## src/rtl/vga_box_painter.sv

```systemverilog
// Pixel-colour stage: paints a 1-px screen frame and a bouncing outlined box.
// Latency: rgb/hsync/vsync appear exactly 2 ticks after the matching inputs.
// Backpressure: none; every register advances only on tick and holds otherwise.
module vga_box_painter #(
  parameter int          HD         = 640,
  parameter int          VD         = 480,
  parameter int          BOX_SIZE   = 32,
  parameter int          BOX_STEP   = 2,
  parameter logic [11:0] BG_COLOR   = 12'h000,
  parameter logic [11:0] BOX_COLOR  = 12'hF00,
  parameter logic [11:0] EDGE_COLOR = 12'hFFF
) (
  input  logic        clk,
  input  logic        reset,
  input  logic        tick,
  input  logic        video_on,
  input  logic        hsync_in,
  input  logic        vsync_in,
  input  logic [9:0]  pixelx,
  input  logic [9:0]  pixely,
  input  logic        move_en,
  output logic [11:0] rgb,
  output logic        hsync,
  output logic        vsync,
  output logic [9:0]  box_x,
  output logic [9:0]  box_y
);

  // Per-axis direction states; "increasing" is encoded as 0 on both axes.
  localparam logic [0:0] DIR_RIGHT = 1'b0;
  localparam logic [0:0] DIR_LEFT  = 1'b1;
  localparam logic [0:0] DIR_DOWN  = 1'b0;
  localparam logic [0:0] DIR_UP    = 1'b1;

  // Position arithmetic is 11 bits wide so pos+STEP can never wrap.
  localparam logic [10:0] LX      = 11'(HD - BOX_SIZE);
  localparam logic [10:0] LY      = 11'(VD - BOX_SIZE);
  localparam logic [10:0] STEP    = 11'(BOX_STEP);
  localparam logic [10:0] SIZE_M1 = 11'(BOX_SIZE - 1);
  localparam logic [9:0]  X0      = 10'((HD - BOX_SIZE) / 2);
  localparam logic [9:0]  Y0      = 10'((VD - BOX_SIZE) / 2);
  localparam logic [9:0]  X_LAST  = 10'(HD - 1);
  localparam logic [9:0]  Y_LAST  = 10'(VD - 1);
  localparam logic [9:0]  Y_EVENT = 10'(VD);

  logic [9:0] s1_x, s1_y;
  logic       s1_von, s1_hs, s1_vs;
  logic [0:0] dir_x, dir_y;

  logic [10:0] x11, y11, bx11, by11, bx_end, by_end;
  logic        in_box, on_outline, on_frame, frame_event;
  logic [11:0] pix_color;
  logic [10:0] step_x, step_y;

  // One axis step: returns {next_dir, next_pos}. Direction flips when the
  // clamped result lands exactly on the limit (increasing) or on 0 (decreasing).
  function automatic logic [10:0] step_axis(input logic [9:0] pos, input logic dir,
                                            input logic [10:0] lim);
    logic [10:0] p;
    logic [10:0] n;
    logic        d;
    p = {1'b0, pos};
    if (dir == 1'b0) begin
      n = p + STEP;
      if (n >= lim) n = lim;
      d = (n == lim);
    end else begin
      n = (p < STEP) ? 11'd0 : p - STEP;
      d = (n != 11'd0);
    end
    return {d, 10'(n)};
  endfunction

  assign x11    = {1'b0, s1_x};
  assign y11    = {1'b0, s1_y};
  assign bx11   = {1'b0, box_x};
  assign by11   = {1'b0, box_y};
  assign bx_end = bx11 + SIZE_M1;
  assign by_end = by11 + SIZE_M1;

  assign in_box     = (x11 >= bx11) && (x11 <= bx_end) && (y11 >= by11) && (y11 <= by_end);
  assign on_outline = (x11 == bx11) || (x11 == bx_end) || (y11 == by11) || (y11 == by_end);
  assign on_frame   = (s1_x == 10'd0) || (s1_x == X_LAST) || (s1_y == 10'd0) || (s1_y == Y_LAST);

  // Box moves once per frame, in vertical blanking, seen on the input side.
  assign frame_event = tick && move_en && (pixelx == 10'd0) && (pixely == Y_EVENT);

  assign step_x = step_axis(box_x, dir_x[0], LX);
  assign step_y = step_axis(box_y, dir_y[0], LY);

  // Colour selection from stage-1 pixel; box outranks the screen frame.
  always_comb begin
    pix_color = BG_COLOR;
    if (!s1_von)
      pix_color = 12'h000;
    else if (in_box)
      pix_color = on_outline ? EDGE_COLOR : BOX_COLOR;
    else if (on_frame)
      pix_color = EDGE_COLOR;
  end

  // Two-stage pixel pipeline: S1 captures inputs, S2 drives rgb and syncs.
  always_ff @(posedge clk) begin
    if (reset) begin
      s1_x   <= 10'd0;
      s1_y   <= 10'd0;
      s1_von <= 1'b0;
      s1_hs  <= 1'b0;
      s1_vs  <= 1'b0;
      rgb    <= 12'h000;
      hsync  <= 1'b0;
      vsync  <= 1'b0;
    end else if (tick) begin
      s1_x   <= pixelx;
      s1_y   <= pixely;
      s1_von <= video_on;
      s1_hs  <= hsync_in;
      s1_vs  <= vsync_in;
      rgb    <= pix_color;
      hsync  <= s1_hs;
      vsync  <= s1_vs;
    end
  end

  // Box position and per-axis bounce direction, updated on the frame event.
  always_ff @(posedge clk) begin
    if (reset) begin
      box_x <= X0;
      box_y <= Y0;
      dir_x <= DIR_RIGHT;
      dir_y <= DIR_DOWN;
    end else if (frame_event) begin
      box_x <= step_x[9:0];
      box_y <= step_y[9:0];
      dir_x <= step_x[10] ? DIR_LEFT : DIR_RIGHT;
      dir_y <= step_y[10] ? DIR_UP : DIR_DOWN;
    end
  end

endmodule

```

## config.mk

```make
export PLATFORM = sky130hd
export DESIGN_NAME = vga_box_painter
export DESIGN_NICKNAME = d
export VERILOG_FILES = /design/src/rtl/vga_box_painter.sv
export SDC_FILE = /design/constraint.sdc
export NUM_CORES = 1
export LEC_CHECK = 0
export ABC_CLOCK_PERIOD_IN_PS = 4150
export BUFFER_PORTS_ARGS = -buffer_cell sky130_fd_sc_hd__buf_2
export CAP_MARGIN = 15
export CORE_MARGIN = 2
export CORE_UTILIZATION = 45
export CTS_CLUSTER_DIAMETER = 100
export DETAILED_ROUTE_END_ITERATION = 12
export PLACE_DENSITY_LB_ADDON = 0.3
export SLEW_MARGIN = 20
export SYNTH_ARGS = -nofsm -noshare
export SYNTH_HDL_FRONTEND = slang
export SYNTH_SLANG_ARGS = --single-unit
```

## constraint.sdc

```tcl
create_clock -name clk -period 4.15 [get_ports clk]
set_input_delay 1.0375 -clock clk [delete_from_list [all_inputs] [get_ports clk]]
set_output_delay 1.0375 -clock clk [all_outputs]
set_load 0.1 [all_outputs]
```

==> out/qor.csv <==
metric,value,unit
tightestPinTransition,0.701,ns
grt_pass1_vias,4087,
skew,0.0114,ns
ctsHoldBuffers,0,
vdd_drop_max,0.000147,V
io_pins,61,
utilization,0.510,
finalSetupViolCount,0,
hold_violations,0,
ys_seq_elements,49,
synth_edf_count,0,
synth_area,4300,um2
rsz0062_at_grt,false,
drcViolationCount,0,
yosysWarningCount,0,
fin_cells,707,
required,4.38,ns
post-route-period-util,0.840,
cts_tree,done,
status,completed,
finalNetCount,651,
critPathKind,register to register,
tns,0,ns
setup.worst_path.start_class,register,
crit_path_end_kind,register,
vias,4275,
crit_arrival,3.72,ns
drt_wl_total,11700,um
synth_cell_types,65,
htreeDepth,2,
met2_usage,0.391,
slowest_delay,0.43,ns
clockRootBuffer,clkbuf_8,
grt_pass1_wl,19800,um
cap_violations,0,
gp_congestion,0.939,
cts_sinks,49,
p_leak,2.01,nW
cp_max_fo,10,
dp.cells,699,
die_h,102,um
grt_use_total,0.234,
antenna_cells,0,
layout-area-overhead-vs-synth,9.55,%
max_freq,287,MHz
maxSlewViolCount,0,
met1_usage,0.316,
powerDensity,228,nW/um2
power_frac_comb,0.172,
grt_max_degree,40,
cts_resized,0,
io_buffers,60,
start_util,0.465,
yosysSeqAreaShare,0.228,
numCtsBuffers,5,
intPower,0.752,mW
antenna_found_initial,0,
crit_slowest_cell,dfxtp_1,
drive_above_1_share,0.142,
met3_usage,0.0311,
p_clk_frac,0.347,
postRouteAntennaNets,0,
p_sw,0.322,mW
vias_per_cell,6.05,
clkLatencyLatePin,0.31,ns
die_w,102,um
drtIter0Drc,269,
synthFlopType,dfxtp_1,
rows,35,
netSwitchingFraction,0.300,
hold_ws,0.502,ns
crit_top_cell,nor3_1,
pwr-share-seq,0.481,
layout_setup_ws,0.663,ns
grt-busiest-layer,met2,
dieArea,10300,um2
routedWlPerCell,16.6,um
synthCells,549,
async_flop_share,0,
dp_hpwl,8800,um
path_clk_slew,0.10,ns
cts_setup_buffers,0,
cts_buffer_depth,2,
cp_cell_sequence,inv_1 > ha_1 > nand2_1 > nor3_1 > nor3_1 > xnor2_1 > ha_1 > a21oi_1 > nand2_1 > a2111oi_0 > nor3_1 > nor4_1 > mux2i_1,
pre_cts_slack,0.784,ns
period_needed,3.49,ns
drt_pre_antenna_iters,5,
globalRoute.totalOverflow,0,
syn_avg_cell_area,7.83,um2
min_path_type,register to register,
core-area,9240,um2
syn_nets,623,
slew_headroom,0.532,
==> path summary, 6_finish.rpt <==
kind | depth (start not counted) | end | start | slack (ns)
hold reg to reg | 2 | vsync$_SDFFE_PP0P_ | vsync$_SDFFE_PP0P_ | 0.50
setup / recovery | 13 | rgb[7]$_SDFFE_PP0P_ | box_x[1]$_SDFFE_PP0P_ | 0.66
hold / removal | 2 | vsync$_SDFFE_PP0P_ | vsync$_SDFFE_PP0P_ | 0.50
setup reg to reg | 13 | rgb[7]$_SDFFE_PP0P_ | box_x[1]$_SDFFE_PP0P_ | 0.66
==> layout make-up <==
cell class	instances	area, um2
Clock buffer	6	82.6
Clock inverter	2	37.5
Fill cell	917	4530
Inverter	23	86.3
Multi-Input combinational cell	433	3020
Sequential cell	49	981
Tap cell	129	161
Timing Repair Buffer	65	338
==> synthesized netlist by cell type (10+ instances only) <==
| library cell | count | area, um2 |
|---|---|---|
| nor2_1 | 58 | 218 |
| dfxtp_1 | 49 | 981 |
| ha_1 | 47 | 588 |
| a21oi_1 | 33 | 165 |
| nand2_1 | 31 | 116 |
| mux2i_1 | 27 | 270 |
| nand3_1 | 23 | 115 |
| o21ai_0 | 22 | 110 |
| inv_1 | 20 | 75.1 |
| xnor2_1 | 20 | 175 |
| nor3_1 | 18 | 90.1 |
| clkbuf_1 | 17 | 63.8 |
| nand4_1 | 16 | 100 |
| a211oi_1 | 11 | 82.6 |
| nor4_1 | 11 | 68.8 |
| buf_2 | 10 | 50.1 |
| buf_4 | 10 | 75.1 |
==> layer usage <==
layer,up-vias,share of wire
met2,128,0.49
li1,2088,-
met1,2042,0.45
met5,-,0
met4,0,0.014
met3,17,0.041
==> metrics by stage <==
step | power, mW | area [um2]
after floorplan | 0.664 | 4300
after global placement | 0.704 | 4590
after detailed placement | 0.712 | 4590
after CTS | 1.09 | 4710
after global routing | 1.13 | 4710
final | 1.07 | 4710
==> worst max-delay path: cells and delay by family (launching register included) <==
kind | cells | cell delay, ns
AO/OA/AOI/OAI | 2 | 0.62
XOR/XNOR | 1 | 0.15
flip-flops | 1 | 0.43
buffers and inverters | 1 | 0.20
adder cells (fa/ha/maj) | 2 | 0.56
AND/OR/NAND/NOR | 6 | 1.22
multiplexers | 1 | 0.23
==> kinds of logic (layout without fill, tap and decap cells) <==
family | Yosys count | count (layout) | share of synthesized area
compound gates | 135 | 135 | 0.217
flops | 49 | 49 | 0.228
buf+inv | 67 | 96 | 0.0702
fa+ha+maj | 47 | 47 | 0.137
mux | 27 | 27 | 0.0629
simple gates | 204 | 204 | 0.244
xor+xnor | 20 | 20 | 0.0408
==> cells in the final DEF (no fill, tap or decap), drive strengths merged, types with 9 or more instances in the layout <==
cell	instances
nand4	16
a21o	9
buf	65
nand2	31
xnor2	20
a21oi	33
a211oi	11
dfxtp	49
inv	21
nor4	11
o31ai	9
ha	47
nor2	58
mux2i	27
o21ai	24
nand3	23
nor3	18
==> power by group through the flow <==
stage / Combinational (mW) / Clock [mW] / Sequential (mW)
6_report: 0.185 / 0.372 / 0.517
5_1_grt: 0.204 / 0.402 / 0.521
4_1_cts: 0.186 / 0.383 / 0.517
3_5_place_dp: 0.184 / 0 / 0.527
3_3_place_gp: 0.178 / 0 / 0.526
2_1_floorplan: 0.126 / 0 / 0.538
==> sequential cells by signal, summed over array words and instances, names as in the netlist <==
register / flops
hsync: 1
s1_x: 10
box_x: 10
rgb: 2
s1_hs: 1
vsync: 1
dir_y: 1
s1_von: 1
s1_y: 10
s1_vs: 1
box_y: 10
dir_x: 1
Power figures use the tool's default switching activity.
